$ cat src/rtl/bubbledrive8_flash_arbiter.sv
// Flash bus arbiter: shares one SPI/QSPI flash between the emulator core and the
// USB/MPSSE path. Fixed emulator priority, chip-select deselect guard between
// owners, and a yield request to a USB owner that has held the bus too long.
module bubbledrive8_flash_arbiter #(
  parameter int unsigned GUARD_CYCLES = 4,
  parameter int unsigned USB_MAXHOLD  = 24000,
  parameter int unsigned CNTW         = 16
) (
  input  logic MCLK,
  input  logic MRST,
  input  logic nEMUEN,
  input  logic nUSBEN,
  input  logic nEMUREQ,
  input  logic nUSBREQ,
  output logic nEMUGNT,
  output logic nUSBGNT,
  output logic nUSBYIELD,
  input  logic EMU_nCS,
  input  logic EMU_CLK,
  input  logic EMU_MOSI,
  input  logic EMU_MOSIOE,
  input  logic USB_nCS,
  input  logic USB_CLK,
  input  logic USB_MOSI,
  input  logic USB_MOSIOE,
  output logic nROMCS,
  output logic ROMCLK,
  output logic ROMIO0_O,
  output logic ROMIO0_OE,
  output logic nBUSY
);

  typedef enum logic [1:0] {StIdle, StEmuOwn, StUsbOwn, StGuard} state_e;

  localparam logic [CNTW-1:0] GuardLast = CNTW'(GUARD_CYCLES - 1);
  localparam logic [CNTW-1:0] HoldLimit = CNTW'(USB_MAXHOLD);

  state_e          r_state, w_state_d;
  logic [CNTW-1:0] r_guard_cnt, w_guard_cnt_d;
  logic [CNTW-1:0] r_hold_cnt, w_hold_cnt_d;
  logic            r_nemugnt, w_nemugnt_d;
  logic            r_nusbgnt, w_nusbgnt_d;
  logic            r_nusbyield, w_nusbyield_d;
  logic            r_nbusy, w_nbusy_d;
  logic            w_ereq, w_ureq, w_yield;

  assign w_ereq = ~nEMUREQ & ~nEMUEN;
  assign w_ureq = ~nUSBREQ & ~nUSBEN;

  // Next-state, counters and registered handshake outputs.
  always_comb begin
    w_state_d     = r_state;
    w_guard_cnt_d = '0;
    w_hold_cnt_d  = '0;
    w_yield       = 1'b0;
    unique case (r_state)
      StIdle: begin
        // Emulator wins a tie; it is the timing-critical master.
        if (w_ereq) begin
          w_state_d = StEmuOwn;
        end else if (w_ureq) begin
          w_state_d = StUsbOwn;
        end
      end
      StEmuOwn: begin
        if (!w_ereq) w_state_d = StGuard;
      end
      StUsbOwn: begin
        if (!w_ureq) begin
          w_state_d = StGuard;
        end else begin
          w_hold_cnt_d = (r_hold_cnt == '1) ? r_hold_cnt : r_hold_cnt + 1'b1;
          // Only a request to yield; the USB owner is never revoked.
          w_yield      = (r_hold_cnt >= HoldLimit) && w_ereq;
        end
      end
      StGuard: begin
        if (r_guard_cnt == GuardLast) begin
          w_state_d = StIdle;
        end else begin
          w_guard_cnt_d = r_guard_cnt + 1'b1;
        end
      end
      default: w_state_d = StIdle;
    endcase
    w_nemugnt_d   = (w_state_d != StEmuOwn);
    w_nusbgnt_d   = (w_state_d != StUsbOwn);
    w_nbusy_d     = (w_state_d == StIdle);
    w_nusbyield_d = ~w_yield;
  end

  // State and output registers with synchronous reset.
  always_ff @(posedge MCLK) begin
    if (MRST) begin
      r_state     <= StIdle;
      r_guard_cnt <= '0;
      r_hold_cnt  <= '0;
      r_nemugnt   <= 1'b1;
      r_nusbgnt   <= 1'b1;
      r_nusbyield <= 1'b1;
      r_nbusy     <= 1'b1;
    end else begin
      r_state     <= w_state_d;
      r_guard_cnt <= w_guard_cnt_d;
      r_hold_cnt  <= w_hold_cnt_d;
      r_nemugnt   <= w_nemugnt_d;
      r_nusbgnt   <= w_nusbgnt_d;
      r_nusbyield <= w_nusbyield_d;
      r_nbusy     <= w_nbusy_d;
    end
  end

  assign nEMUGNT   = r_nemugnt;
  assign nUSBGNT   = r_nusbgnt;
  assign nUSBYIELD = r_nusbyield;
  assign nBUSY     = r_nbusy;

  // Pin mux from the registered owner; parked (deselected, not driving) otherwise.
  always_comb begin
    nROMCS    = 1'b1;
    ROMCLK    = 1'b0;
    ROMIO0_O  = 1'b0;
    ROMIO0_OE = 1'b0;
    unique case (r_state)
      StEmuOwn: begin
        nROMCS    = EMU_nCS;
        ROMCLK    = EMU_CLK;
        ROMIO0_O  = EMU_MOSI;
        ROMIO0_OE = EMU_MOSIOE;
      end
      StUsbOwn: begin
        nROMCS    = USB_nCS;
        ROMCLK    = USB_CLK;
        ROMIO0_O  = USB_MOSI;
        ROMIO0_OE = USB_MOSIOE;
      end
      StIdle, StGuard: begin
        nROMCS    = 1'b1;
        ROMCLK    = 1'b0;
        ROMIO0_O  = 1'b0;
        ROMIO0_OE = 1'b0;
      end
      default: begin
        nROMCS    = 1'b1;
        ROMCLK    = 1'b0;
        ROMIO0_O  = 1'b0;
        ROMIO0_OE = 1'b0;
      end
    endcase
  end

endmodule

$ cat config.mk
export PLATFORM = sky130hd
export DESIGN_NAME = bubbledrive8_flash_arbiter
export DESIGN_NICKNAME = d
export VERILOG_FILES = /design/src/rtl/bubbledrive8_flash_arbiter.sv
export SDC_FILE = /design/constraint.sdc
export NUM_CORES = 1
export LEC_CHECK = 0
export BUFFER_PORTS_ARGS = -buffer_cell sky130_fd_sc_hd__buf_4
export CORE_ASPECT_RATIO = 1.5
export CORE_MARGIN = 5
export CORE_UTILIZATION = 62
export DETAILED_ROUTE_END_ITERATION = 8
export PLACE_DENSITY_LB_ADDON = 0.15
export SLEW_MARGIN = 30
export SYNTH_ARGS = -nofsm -noshare
export SYNTH_HDL_FRONTEND = slang
export SYNTH_SLANG_ARGS = --single-unit
$ cat constraint.sdc
create_clock -name MCLK -period 5.47 [get_ports MCLK]
set_input_delay 0.8205 -clock MCLK [delete_from_list [all_inputs] [get_ports MCLK]]
set_output_delay 0.8205 -clock MCLK [all_outputs]
set_load 0.01 [all_outputs]
# Yosys cells after proc, flatten, opt, wreduce, memory -nomap -nowiden

Index checks and enable logic that the tools add are counted.

Register bits after elaboration: 38
Input port bits: 14
Output and inout bits: 8

$add $sub $neg: 2
Magnitude comparators: 1
Equality and inequality tests: 7
Muxes and demuxes: 12
Bitwise operators: 10
Reduce and logical (&&, ||, !) cells: 6

Operators with widths:

| operator              | count |
|---|---|
| $add 16x1->16 const B | 2 |
| $eq 16x16->1 const B  | 1 |
| $eq 16x2->1 const B   | 1 |
| $ge 16x15->1 const B  | 1 |
| $pmux 1 s3            | 4 |
| $mux 2                | 5 |
| $not 1->1             | 8 |
| $pmux 2 s4            | 1 |
| $reduce_or 3->1       | 2 |
| $eq 2x2->1 const B    | 2 |
| $logic_not 2->1       | 2 |
| $and 1x1->1           | 2 |
| $eq 2x1->1 const B    | 1 |
| $mux 1                | 2 |
| $ne 2x1->1 const B    | 1 |
| $ne 2x2->1 const B    | 1 |
| $reduce_or 2->1       | 1 |
| $logic_and 1x1->1     | 1 |

# Longest topological paths before layout

Gate-level depths: netlist of the first run.

Word-level depth: 6
Depth in mapped cells: 7

# Worst setup path before layout of the first run

No wires, ideal clock.

Path type: register to output
Start point: register r_state[0]
End point: output port nROMCS
Arrival time: 1.267 ns
Required time: 4.649 ns
Setup slack: 3.383 ns
Cell stages (with the launch flop): 4
Path buffers: 1
Cells stage by stage: dfxtp_1 -> ha_1 -> clkbuf_1 -> mux2_2

Cells in the longest elaborated chain, start to end: 3
Elaborated cells between the ends (all ways): 6
Those cells by class: 3 x eq/ne; 1 x mux; 2 x reduce/logical

Ends and longest elaborated chain:

| what                                          | line | source |
|---|---|---|
| start, declared                               | 38   | `state_e r_state, w_state_d;` |
| start signal, assigned                        | 95   | `r_state <= StIdle;` |
| start signal, assigned                        | 103  | `r_state <= w_state_d;` |
| $eq 2x2->1 or $logic_not 2->1 (tied branches) | 124  | `unique case (r_state)` |
| $reduce_or 2->1                               | 124  |  |
| $pmux 1 s3 *                                  | 124  |  |
| end, declared                                 | 26   | `output logic nROMCS,` |

Every way passes the cells marked *; elsewhere a longest branch is shown, timed or not.

# Final worst setup path of the first run

Ends and elaborated chain as after synthesis.

==> key figures, run 1 <==
Timing
  • Final setup fails: 0
  • Max Clk Rate: 396 MHz
  • RSZ-0062 raised after global routing: false
  • Max-slew headroom: 58.8%
  • Fin. Hold Viols: 0
  • Slew Limit Fails: 0
  • Fin crit share: 46.2%
  • Final worst path period need: 2.53 ns
  • Setup TNS: 0 ns
  • Worst slew pin tran: 0.617 ns
  • Final worst slack: 2.94 ns
  • Worst Skew: 0.00924 ns

Placed design
  • DP HPWL: 3180 um
  • Port Buf Inserts: 21
  • Post-Place Worst Slack: 3.23 ns
  • Routability Congestion: 0.805

Route
  • DRC: 0
  • DR pass1 iterations: 4
  • Via count: 1,741
  • Routed WL per cell: 14.5 um
  • DR iter-0 viols: 57
  • WL final: 4330 um
  • Final ANT Viol Nets: 0
  • Vias per inst: 5.84

Clocking
  • CTS resizes: 0
  • CTS Buf Count: 5
  • Clk root buf: clkbuf_8
  • CTS tree: built
  • Clock buffer depth: 2
  • Clock Latency Late Sink: 0.29 ns
  • H-tree levels: 2
  • Postcts setup bufs: 0
  • Reg clk slew, reported paths: 0.07 ns
  • Hold_buf cts: 0
  • TritonCTS sink count: 38

Yosys
  • Number of synthesized flops with an enable pin: 0
  • Main combinational cell family by area after synthesis: simple AND/OR/NAND/NOR gates
  • Cell accounting for the most synthesized area: dfxtp_1
  • Complex-gate fraction of the synthesized area: 15.1%
  • Synth unique cells: 46
  • Synth Area in Simple Gates: 28.5%
  • Mapped cell area: 2030 sq um
  • Cells after Synth: 237
  • Post-synthesis mux area share: 4.98%
  • Async set-reset flop share out of synthesis: 0%
  • Main synth FF type: dfxtp_1
  • Synth Area in XOR/XNOR: 5.60%
  • Largest cells by area after synthesis: dfxtp_1 (37%), mux2i_1 (4.4%), nor2_1 (4.4%)
  • Top-area cell type share of the netlist area: 37.4%
  • Avg Cell Area, Syn: 8.58 sq um
  • Post-Syn Nets: 258
  • Sequential area share after synthesis: 37.4%
  • Yosys Warn Count: 0
  • #FFs+latches synth: 38
  • Synth Area in Adders: 4.31%

Floorplanning
  • Die height: 80.1 um
  • Top Ports: 22
  • Core ar.: 3160 sq um
  • DIE AREA: 4550 sq um
  • Die width: 56.8 um
  • Starting Density: 64.4%
  • Rows: 25

Critical path
  • CP startpoint kind: flip-flop
  • Setup CP Type: flip-flop to primary output
  • Critical Path Fanout Max: 7
  • CP Data Arrival Time: 1.71 ns
  • WP data required: 4.65 ns
  • Critical path endpoint category: primary output

Cells and area
  • Area occupied by multi-input gates: 1190 sq um
  • Antenna diodes: 0
  • Most frequent cells in the layout: dfxtp_1 (38), nor2_1 (24), buf_4 (21)
  • Commonest non-fill, non-tap cell in the layout: dfxtp_1
  • Final-stage net count: 279
  • Reg area: 761 sq um
  • Area grow syn2layout: 12.1%
  • Fill cells: 262
  • Layout cells sized above 1: 14.3%

Outcome
  • Status: completed

Power
  • Total power: 686 uW
  • Leak: 0.766 nW
  • PD cells: 301 nW/um^2
  • Worst VDD drop: 0.301 mV

Global route
  • Vias in the first global route: 1,705
  • Total track usage: 20.3%
  • Initial antenna violation count: 0
  • Largest net degree at the start of global routing: 19
  • First-pass GRT wire length: 7320 um
  • Gr ovfl total: 0

Flow run
  • Max Cap Viol: 0

Worst hold path
  • Hold WC Path Type: flip-flop to flip-flop
## path summary, 6_finish.rpt
kind | from | end | slack (ns) | cells past startpoint
setup / recovery | r_state[0] | nROMCS | 2.94 | 6
hold / removal | r_hold_cnt[8] | r_hold_cnt[8] | 0.47 | 2
setup reg to reg | r_state[0] | nBUSY | 3.61 | 6
hold reg to reg | r_hold_cnt[8] | r_hold_cnt[8] | 0.47 | 2
## worst max-delay path, cell delays in order (launching register included)
cell,delay (ns)
dfxtp_1,0.46
inv_1,0.11
ha_1,0.31
nand2_1,0.09
nand2_1,0.05
mux2_2,0.25
buf_4,0.14
## registers in the layout, indices dropped and copies added (netlist names)
| signal | cells |
|---|---|
| r_state | 2 |
| nEMUGNT | 1 |
| nUSBGNT | 1 |
| nUSBYIELD | 1 |
| nBUSY | 1 |
| r_hold_cnt | 16 |
| r_guard_cnt | 16 |
## metrics by stage
stage	instances	utilization [%]	hold WS (ns)	cell area (sq um)
after CTS	298	72.2	0.477	2280
after floorplan	237	-	0.430	2030
after global placement	291	69.7	0.450	2200
final	298	72.2	0.475	2280
after detailed placement	291	69.7	0.452	2200
after global routing	298	72.2	0.509	2280
## cells by family after synthesis
| kind of cell | count (synthesis) |
|---|---|
| simple gates | 108 |
| compound gates | 42 |
| flops | 38 |
| buf+inv | 19 |
| xor+xnor | 13 |
| mux | 10 |
| fa+ha+maj | 7 |
## synthesized netlist by cell type (3+ instances only)
cell type / n
inv_1: 12
nor3_1: 7
and4_1: 3
nand2b_1: 7
and2_1: 4
a21oi_1: 15
ha_1: 7
mux2i_1: 9
a22o_1: 3
nor4_1: 4
xnor2_1: 8
or2_2: 3
buf_2: 3
nand4_1: 11
xor2_1: 5
o21ai_0: 9
nand2_1: 20
nand3_1: 11
dfxtp_1: 38
nor2_1: 24
## final cells by class
type,instances,area share (%)
multi-input combinational,180,52.2
timing repair buffer,21,6.92
clock buffer,7,3.35
sequential,38,33.4
tap,40,2.20
inverter,12,1.98
## routing by layer
layer,GRT usage (%),vias to the layer above,routed length (um)
met2,38.8,35,2350
met5,0,-,0
met3,4.18,9,132
met1,20.9,805,1760
met4,9.05,0,82
li1,-,892,-
## power breakdown
group | internal, mW | switching [mW]
registers | 0.292 | 0.0127
logic | 0.0995 | 0.102
clock network | 0.0877 | 0.0926
(Power assumes the default switching activity.)
==> run 2: changes to the inputs <==
--- a/config.mk
+++ b/config.mk
@@ -5,10 +5,11 @@
 export SDC_FILE = /design/constraint.sdc
 export NUM_CORES = 1
 export LEC_CHECK = 0
+export ABC_AREA = 1
 export BUFFER_PORTS_ARGS = -buffer_cell sky130_fd_sc_hd__buf_4
 export CORE_ASPECT_RATIO = 1.5
 export CORE_MARGIN = 5
-export CORE_UTILIZATION = 62
+export CORE_UTILIZATION = 53
 export DETAILED_ROUTE_END_ITERATION = 8
 export PLACE_DENSITY_LB_ADDON = 0.15
 export SLEW_MARGIN = 30
==> constraint.sdc (replaced) <==
create_clock -name MCLK -period 2.2 [get_ports MCLK]
set_input_delay 0.33 -clock MCLK [delete_from_list [all_inputs] [get_ports MCLK]]
set_output_delay 0.33 -clock MCLK [all_outputs]
set_load 0.01 [all_outputs]
==> run 2 against run 1 <==
  * Combinational power rose by 59%
  * Clock power rose by 150%
  * Global-route usage fell by 1.7 points
==> key figures, run 2 <==
Flow run
  • Max Cap Viol: 0 (unchanged)

Clocking
  • TritonCTS sink count: 38 (unchanged)
  • CTS tree: built
  • Clock buffer depth: 2 (unchanged)
  • CTS resizes: 0 (unchanged)
  • Clock Latency Late Sink: 0.28 ns (about the same)
  • Clk root buf: clkbuf_8
  • Postcts setup bufs: 0 (unchanged)
  • Hold_buf cts: 0 (unchanged)
  • Reg clk slew, reported paths: 0.07 ns (about the same)
  • H-tree levels: 2 (unchanged)
  • CTS Buf Count: 5 (unchanged)

Floorplanning
  • DIE AREA: 5570 sq um (+23%)
  • Top Ports: 22 (unchanged)
  • Starting Density: 55.2% (-9.2 points)
  • Die width: 62.6 um (+10%)
  • Die height: 89.0 um (+11%)
  • Core ar.: 3990 sq um (+26%)
  • Rows: 28 (+12%)

Global route
  • Vias in the first global route: 1,898 (+11%)
  • Gr ovfl total: 0 (unchanged)
  • Total track usage: 18.6% (-1.7 points)
  • Largest net degree at the start of global routing: 15 (-4)
  • Initial antenna violation count: 0 (unchanged)
  • First-pass GRT wire length: 8310 um (+13%)

Route
  • DR iter-0 viols: 158 (+180%)
  • WL final: 4760 um (+10%)
  • DRC: 0 (unchanged)
  • Vias per inst: 5.14 (-12%)
  • Routed WL per cell: 12.4 um (-15%)
  • Final ANT Viol Nets: 0 (unchanged)
  • DR pass1 iterations: 4 (unchanged)
  • Via count: 1,973 (+13%)

Yosys
  • Yosys Warn Count: 0 (unchanged)
  • Cells after Synth: 315 (+33%)
  • Main synth FF type: dfxtp_1
  • Largest cells by area after synthesis: dfxtp_1 (35%), nand2_1 (13%), nor2_1 (7.3%)
  • Synth unique cells: 33 (-28%)
  • Post-synth top cells: nand2_1 (78), nor2_1 (43), dfxtp_1 (38)
  • Cell accounting for the most synthesized area: dfxtp_1
  • Cell with the most instances after synthesis: nand2_1
  • Async set-reset flop share out of synthesis: 0% (unchanged)
  • Number of synthesized flops with an enable pin: 0 (unchanged)
  • Top-area cell type share of the netlist area: 34.5% (-2.9 points)
  • Mapped cell area: 2200 sq um (+8.4%)
  • Post-Syn Nets: 336 (+30%)
  • Avg Cell Area, Syn: 6.99 sq um (-18%)
  • #FFs+latches synth: 38 (unchanged)
  • Sequential area share after synthesis: 34.5% (-2.9 points)

Critical path
  • CP startpoint kind: flip-flop
  • Critical Path Fanout Max: 6 (-1)
  • WP data required: 1.87 ns (-2.78 ns)
  • Setup CP Type: flip-flop to primary output
  • Critical path endpoint category: primary output
  • CP Data Arrival Time: 1.55 ns (-0.16 ns)

Outcome
  • Status: completed

Timing
  • Final worst path period need: 1.88 ns
  • RSZ-0062 raised after global routing: false
  • Worst Skew: 0.00641 ns (-0.00283 ns)
  • Max-slew headroom: 76.0% (+17 points)
  • Setup TNS: 0 ns (unchanged)
  • Final setup fails: 0 (unchanged)
  • Slew Limit Fails: 0 (unchanged)
  • Fin. Hold Viols: 0 (unchanged)
  • Max Clk Rate: 531 MHz
  • Worst slew pin tran: 0.359 ns (-0.257 ns)
  • Fin crit share: 85.7%

Cells and area
  • Antenna diodes: 0 (unchanged)
  • Most frequent cells in the layout: nand2_1 (78), nor2_1 (43), dfxtp_1 (38)
  • Area occupied by multi-input gates: 1240 sq um (+4.4%)
  • Final-stage net count: 360 (+29%)
  • Post-route cell area: 2460 sq um (+7.8%)
  • Top Registers: r_guard_cnt: 16 flops, r_hold_cnt: 16 flops, r_state: 2 flops
  • Reg area: 761 sq um (unchanged)
  • Commonest non-fill, non-tap cell in the layout: nand2_1
  • Fill cells: 397 (+52%)
  • Area grow syn2layout: 11.6%
  • Layout cells sized above 1: 19.8% (+5.4 points)

Placed design
  • Area of placed instances: 2380 sq um (+8.1%)
  • DP HPWL: 3740 um (+18%)
  • Routability Congestion: 0.890 (+11%)
  • Port Buf Inserts: 21 (unchanged)

Worst hold path
  • Hold WC Path Type: input pin to flip-flop

Power
  • PD cells: 610 nW/um^2 (+100%)
  • Worst VDD drop: 0.609 mV (+100%)
  • Total power: 1.50 mW (+120%)
  • Leak: 1.06 nW (+39%)
## run 2: worst max-delay path: stages, from the launching register on
cell and delay (ns):
dfxtp_1 0.41, inv_1 0.10, ha_1 0.25, inv_1 0.16
nor2_1 0.06, a31oi_1 0.14, buf_4 0.15
## run 2: cells by family after synthesis
group,synth area share [%]
AO/OA/AOI/OAI,7.44
XOR/XNOR,2.39
adder cells (fa/ha/maj),3.97
buffers and inverters,9.09
flip-flops,34.5
AND/OR/NAND/NOR,42.6
## run 2: path summary, 6_finish.rpt
| path | depth (start not counted) | from | end | slack, ns |
|---|---|---|---|---|
| setup / recovery | 6 | r_state[1] | nROMCS | 0.32 |
| hold / removal | 2 | MRST | r_state[1] | 0.21 |
| setup reg to reg | 7 | r_hold_cnt[0] | r_hold_cnt[0] | 0.53 |
| hold reg to reg | 1 | r_guard_cnt[0] | r_guard_cnt[0] | 0.47 |
## run 2: cell type report
type | count | area share, %
Clock buffer | 7 | 3.10
Inverter | 44 | 6.72
Multi-Input combinational cell | 229 | 50.5
Sequential cell | 38 | 30.9
Tap cell | 45 | 2.29
Timing Repair Buffer | 21 | 6.41
## run 2: through the flow
step / setup WS (ns) / util (%) / cells / hold WS (ns)
3_5_place_dp: 0.557 / 59.6 / 377 / 0.454
3_3_place_gp: 0.640 / 59.6 / 377 / 0.440
5_1_grt: 0.185 / 61.6 / 384 / 0.208
6_report: 0.315 / 61.6 / 384 / 0.214
2_1_floorplan: 0.807 / - / 315 / 0.401
4_1_cts: 0.309 / 61.6 / 384 / 0.205
## run 2: routing by layer
metal / global-route usage [%] / wire length (um) / vias to the layer above
met5: 0 / 0 / -
met4: 8.30 / 93 / 0
met3: 3.52 / 111 / 8
met2: 35.5 / 2710 / 31
met1: 19.8 / 1850 / 887
li1: - / - / 1047
## run 2: power by group
group	internal [mW]	switching, mW
registers	0.720	0.0189
logic	0.139	0.180
clock network	0.218	0.225
total	1.08	0.424
==> run 3: changes to the inputs <==
--- a/config.mk
+++ b/config.mk
@@ -8,7 +8,7 @@
 export ABC_AREA = 1
 export BUFFER_PORTS_ARGS = -buffer_cell sky130_fd_sc_hd__buf_4
 export CORE_ASPECT_RATIO = 1.5
-export CORE_MARGIN = 5
+export CORE_MARGIN = 8
 export CORE_UTILIZATION = 53
 export DETAILED_ROUTE_END_ITERATION = 8
 export PLACE_DENSITY_LB_ADDON = 0.15
==> run 3 against run 2 <==
  * Clock power hardly changed
  * Hold slack got worse by 0.0013 ns
  * Sequential share of layout area barely moved
  * Cell count stayed put
  * Routed wire length fell by 3.5%
  * Clock skew up 0.0013 ns
  * Core utilization increased by 0.61 points
  * Non-clock buffer count did not move
  * Global-route usage fell by 3.0 points
  * Setup slack better by 0.025 ns
  * Count of clock-buffer cells in the layout shrank 2
  * Total power about the same
  * Critical path type unchanged
  * Critical endpoint unchanged
  * Largest cell class unchanged
==> key figures, run 3 (same netlist as run 2, synthesis figures left out) <==
Critical path
  • Worst r2r src: r_guard_cnt[0]
  • Crit-path slowest cell: dfxtp_1
  • Critical Path Fanout Max: 6 (unchanged)
  • CP Data Arrival Time: 1.53 ns (-0.02 ns)
  • CP top delay family: buffers and inverters
  • R2R Setup Slk: 0.59 ns (+0.06 ns)
  • Reg2reg path depth: 10 (+3)
  • Most used cell, CP: inv_1
  • Setup CP Type: flip-flop to primary output
  • Critical path endpoint category: primary output
  • Cells along the critical path: inv_1 > ha_1 > inv_1 > nor2_1 > a31oi_1 > buf_4
  • Max incr delay on CP: 0.40 ns (about the same)
  • Buffers & Inverters on Critical Path: 3 (unchanged)
  • Worst reg2reg endpoint: r_guard_cnt[3]
  • CP startpoint kind: flip-flop
  • WP data required: 1.87 ns (about the same)

Timing
  • Fin crit share: 84.5% (-1.2 points)
  • Worst Skew: 0.00768 ns (+0.00127 ns)
  • Max-slew headroom: 77.5% (+1.5 points)
  • Final setup fails: 0 (unchanged)
  • Final worst path period need: 1.86 ns (-0.0254 ns)
  • Hold slack final: 0.213 ns (-0.00127 ns)
  • Setup TNS: 0 ns (unchanged)
  • Max Clk Rate: 538 MHz (+1.4%)
  • Slew Limit Fails: 0 (unchanged)
  • Fin. Hold Viols: 0 (unchanged)
  • Final worst slack: 0.340 ns (+0.0254 ns)
  • RSZ-0062 raised after global routing: false
  • Worst slew pin tran: 0.337 ns (-0.0225 ns)

Power
  • Comb pwr share: 21.1% (-0.2 points)
  • PD cells: 610 nW/um^2 (about the same)
  • Pint: 1.07 mW (-0.57%)
  • P_sw: 431 uW (+1.8%)
  • Sequential power share: 49.2% (about the same)
  • Total power: 1.50 mW (about the same)
  • Worst VDD drop: 0.630 mV (+3.3%)
  • Leak: 1.07 nW (+0.51%)
  • Net Sw Frac: 28.7% (+0.47 points)
  • Clk network pwr share: 29.6% (about the same)

Clocking
  • Reg clk slew, reported paths: 0.06 ns (about the same)
  • CTS resizes: 0 (unchanged)
  • Clock buffer depth: 2 (unchanged)
  • TritonCTS sink count: 38 (unchanged)
  • CTS tree: built
  • Postcts setup bufs: 0 (unchanged)
  • Clk root buf: clkbuf_8
  • Hold_buf cts: 0 (unchanged)
  • H-tree levels: 2 (unchanged)
  • Clock Latency Late Sink: 0.29 ns (about the same)
  • CTS Buf Count: 5 (unchanged)

Placed design
  • DP Cell Count: 377 (unchanged)
  • Routability Congestion: 0.877 (-1.5%)
  • Port Buf Inserts: 21 (unchanged)
  • DP HPWL: 3660 um (-2.0%)
  • Post-Place Worst Slack: 0.585 ns (+0.0282 ns)
  • Area of placed instances: 2380 sq um (unchanged)

Floorplanning
  • Starting Density: 55.7% (+0.49 points)
  • DIE AREA: 6520 sq um (+17%)
  • Die height: 95.0 um (+6.7%)
  • Rows: 28 (unchanged)
  • Core ar.: 3960 sq um (-0.88%)
  • Top Ports: 22 (unchanged)
  • Die width: 68.6 um (+9.6%)

Route
  • Via count: 1,980 (+0.35%)
  • DR iter-0 viols: 101 (-36%)
  • Vias per inst: 5.16 (+0.35%)
  • Routed WL per cell: 12.0 um (-3.5%)
  • WL final: 4600 um (-3.5%)
  • DRC: 0 (unchanged)
  • DR pass1 iterations: 4 (unchanged)
  • Final ANT Viol Nets: 0 (unchanged)

Cells and area
  • Area grow syn2layout: 11.7%
  • Final design utilization: 62.2% (+0.61 points)
  • Top Registers: r_guard_cnt: 16 flops, r_hold_cnt: 16 flops, r_state: 2 flops
  • Layout cells sized above 1: 20.4% (+0.59 points)
  • Most frequent cells in the layout: nand2_1 (78), nor2_1 (43), dfxtp_1 (38)
  • Post-Layout Cell Count: 384 (unchanged)
  • Post-route cell area: 2460 sq um (+0.10%)
  • Antenna diodes: 0 (unchanged)
  • Commonest non-fill, non-tap cell in the layout: nand2_1
  • Final-stage net count: 360 (unchanged)

Worst hold path
  • WHS Path Cells: 2 (unchanged)
  • Worst Hold Endpoint: r_state[1]
  • Hold WC Path Type: input pin to flip-flop
  • HP Start: MRST

Global route
  • Vias in the first global route: 1,974 (+4.0%)
  • Initial antenna violation count: 0 (unchanged)
  • Largest net degree at the start of global routing: 15 (unchanged)
  • Total track usage: 15.6% (-3.0 points)
  • First-pass GRT wire length: 7940 um (-4.5%)
  • Gr ovfl total: 0 (unchanged)

Outcome
  • Status: completed

Flow run
  • Max Cap Viol: 0 (unchanged)
run 3: cell count changes in the layout (fill, tap and decap cells not counted):
cell      delta
clkinv_2     +2
clkbuf_1     -2
run 3: power by group through the flow:
stage	combinational, mW	clock (mW)	sequential, mW
2_1_floorplan	0.185	0	0.762
6_report	0.318	0.445	0.739
4_1_cts	0.322	0.467	0.740
3_3_place_gp	0.320	0	0.753
5_1_grt	0.360	0.493	0.745
3_5_place_dp	0.319	0	0.756
run 3: worst reg2reg max path, cell delays in order, from the launching register on:
cell and delay, ns:
dfxtp_1 0.38, ha_1 0.20, inv_1 0.06, nor2_1 0.15, nand2_1 0.07, nor2_1 0.11, nand2_2 0.07, nand3_2 0.25
inv_2 0.08, o21ai_1 0.08, nor2_1 0.05
run 3: worst max-delay path by stage:
stage                   startpoint              end  slack (ns)  cells after the start
finish                  r_state[1]           nROMCS        0.34                      6
CTS                     r_state[1]           nROMCS        0.31                      6
detailed placement  r_guard_cnt[0]  r_guard_cnt[14]        0.59                     10
floorplan               r_state[1]           nROMCS        0.81                      5
global route            r_state[1]           nROMCS        0.20                      6
global placement    r_guard_cnt[0]  r_guard_cnt[14]        0.64                     10
run 3: cell type report:
| type | count | area (sq um) |
|---|---|---|
| flip-flops and latches | 38 | 761 |
| repair buffers | 21 | 158 |
| inverters | 44 | 165 |
| fillers | 390 | 1500 |
| clock inverters | 2 | 10.0 |
| multi-input cells | 229 | 1240 |
| clock buffers | 5 | 68.8 |
| well taps | 45 | 56.3 |
run 3: layer usage:
layer | vias to the layer above | share of wire (%) | track usage [%]
li1 | 1043 | - | -
met1 | 906 | 39 | 14.6
met2 | 19 | 57 | 29.6
met3 | 12 | 2.0 | 3.44
met4 | 0 | 2.5 | 8.40
met5 | - | 0 | 0
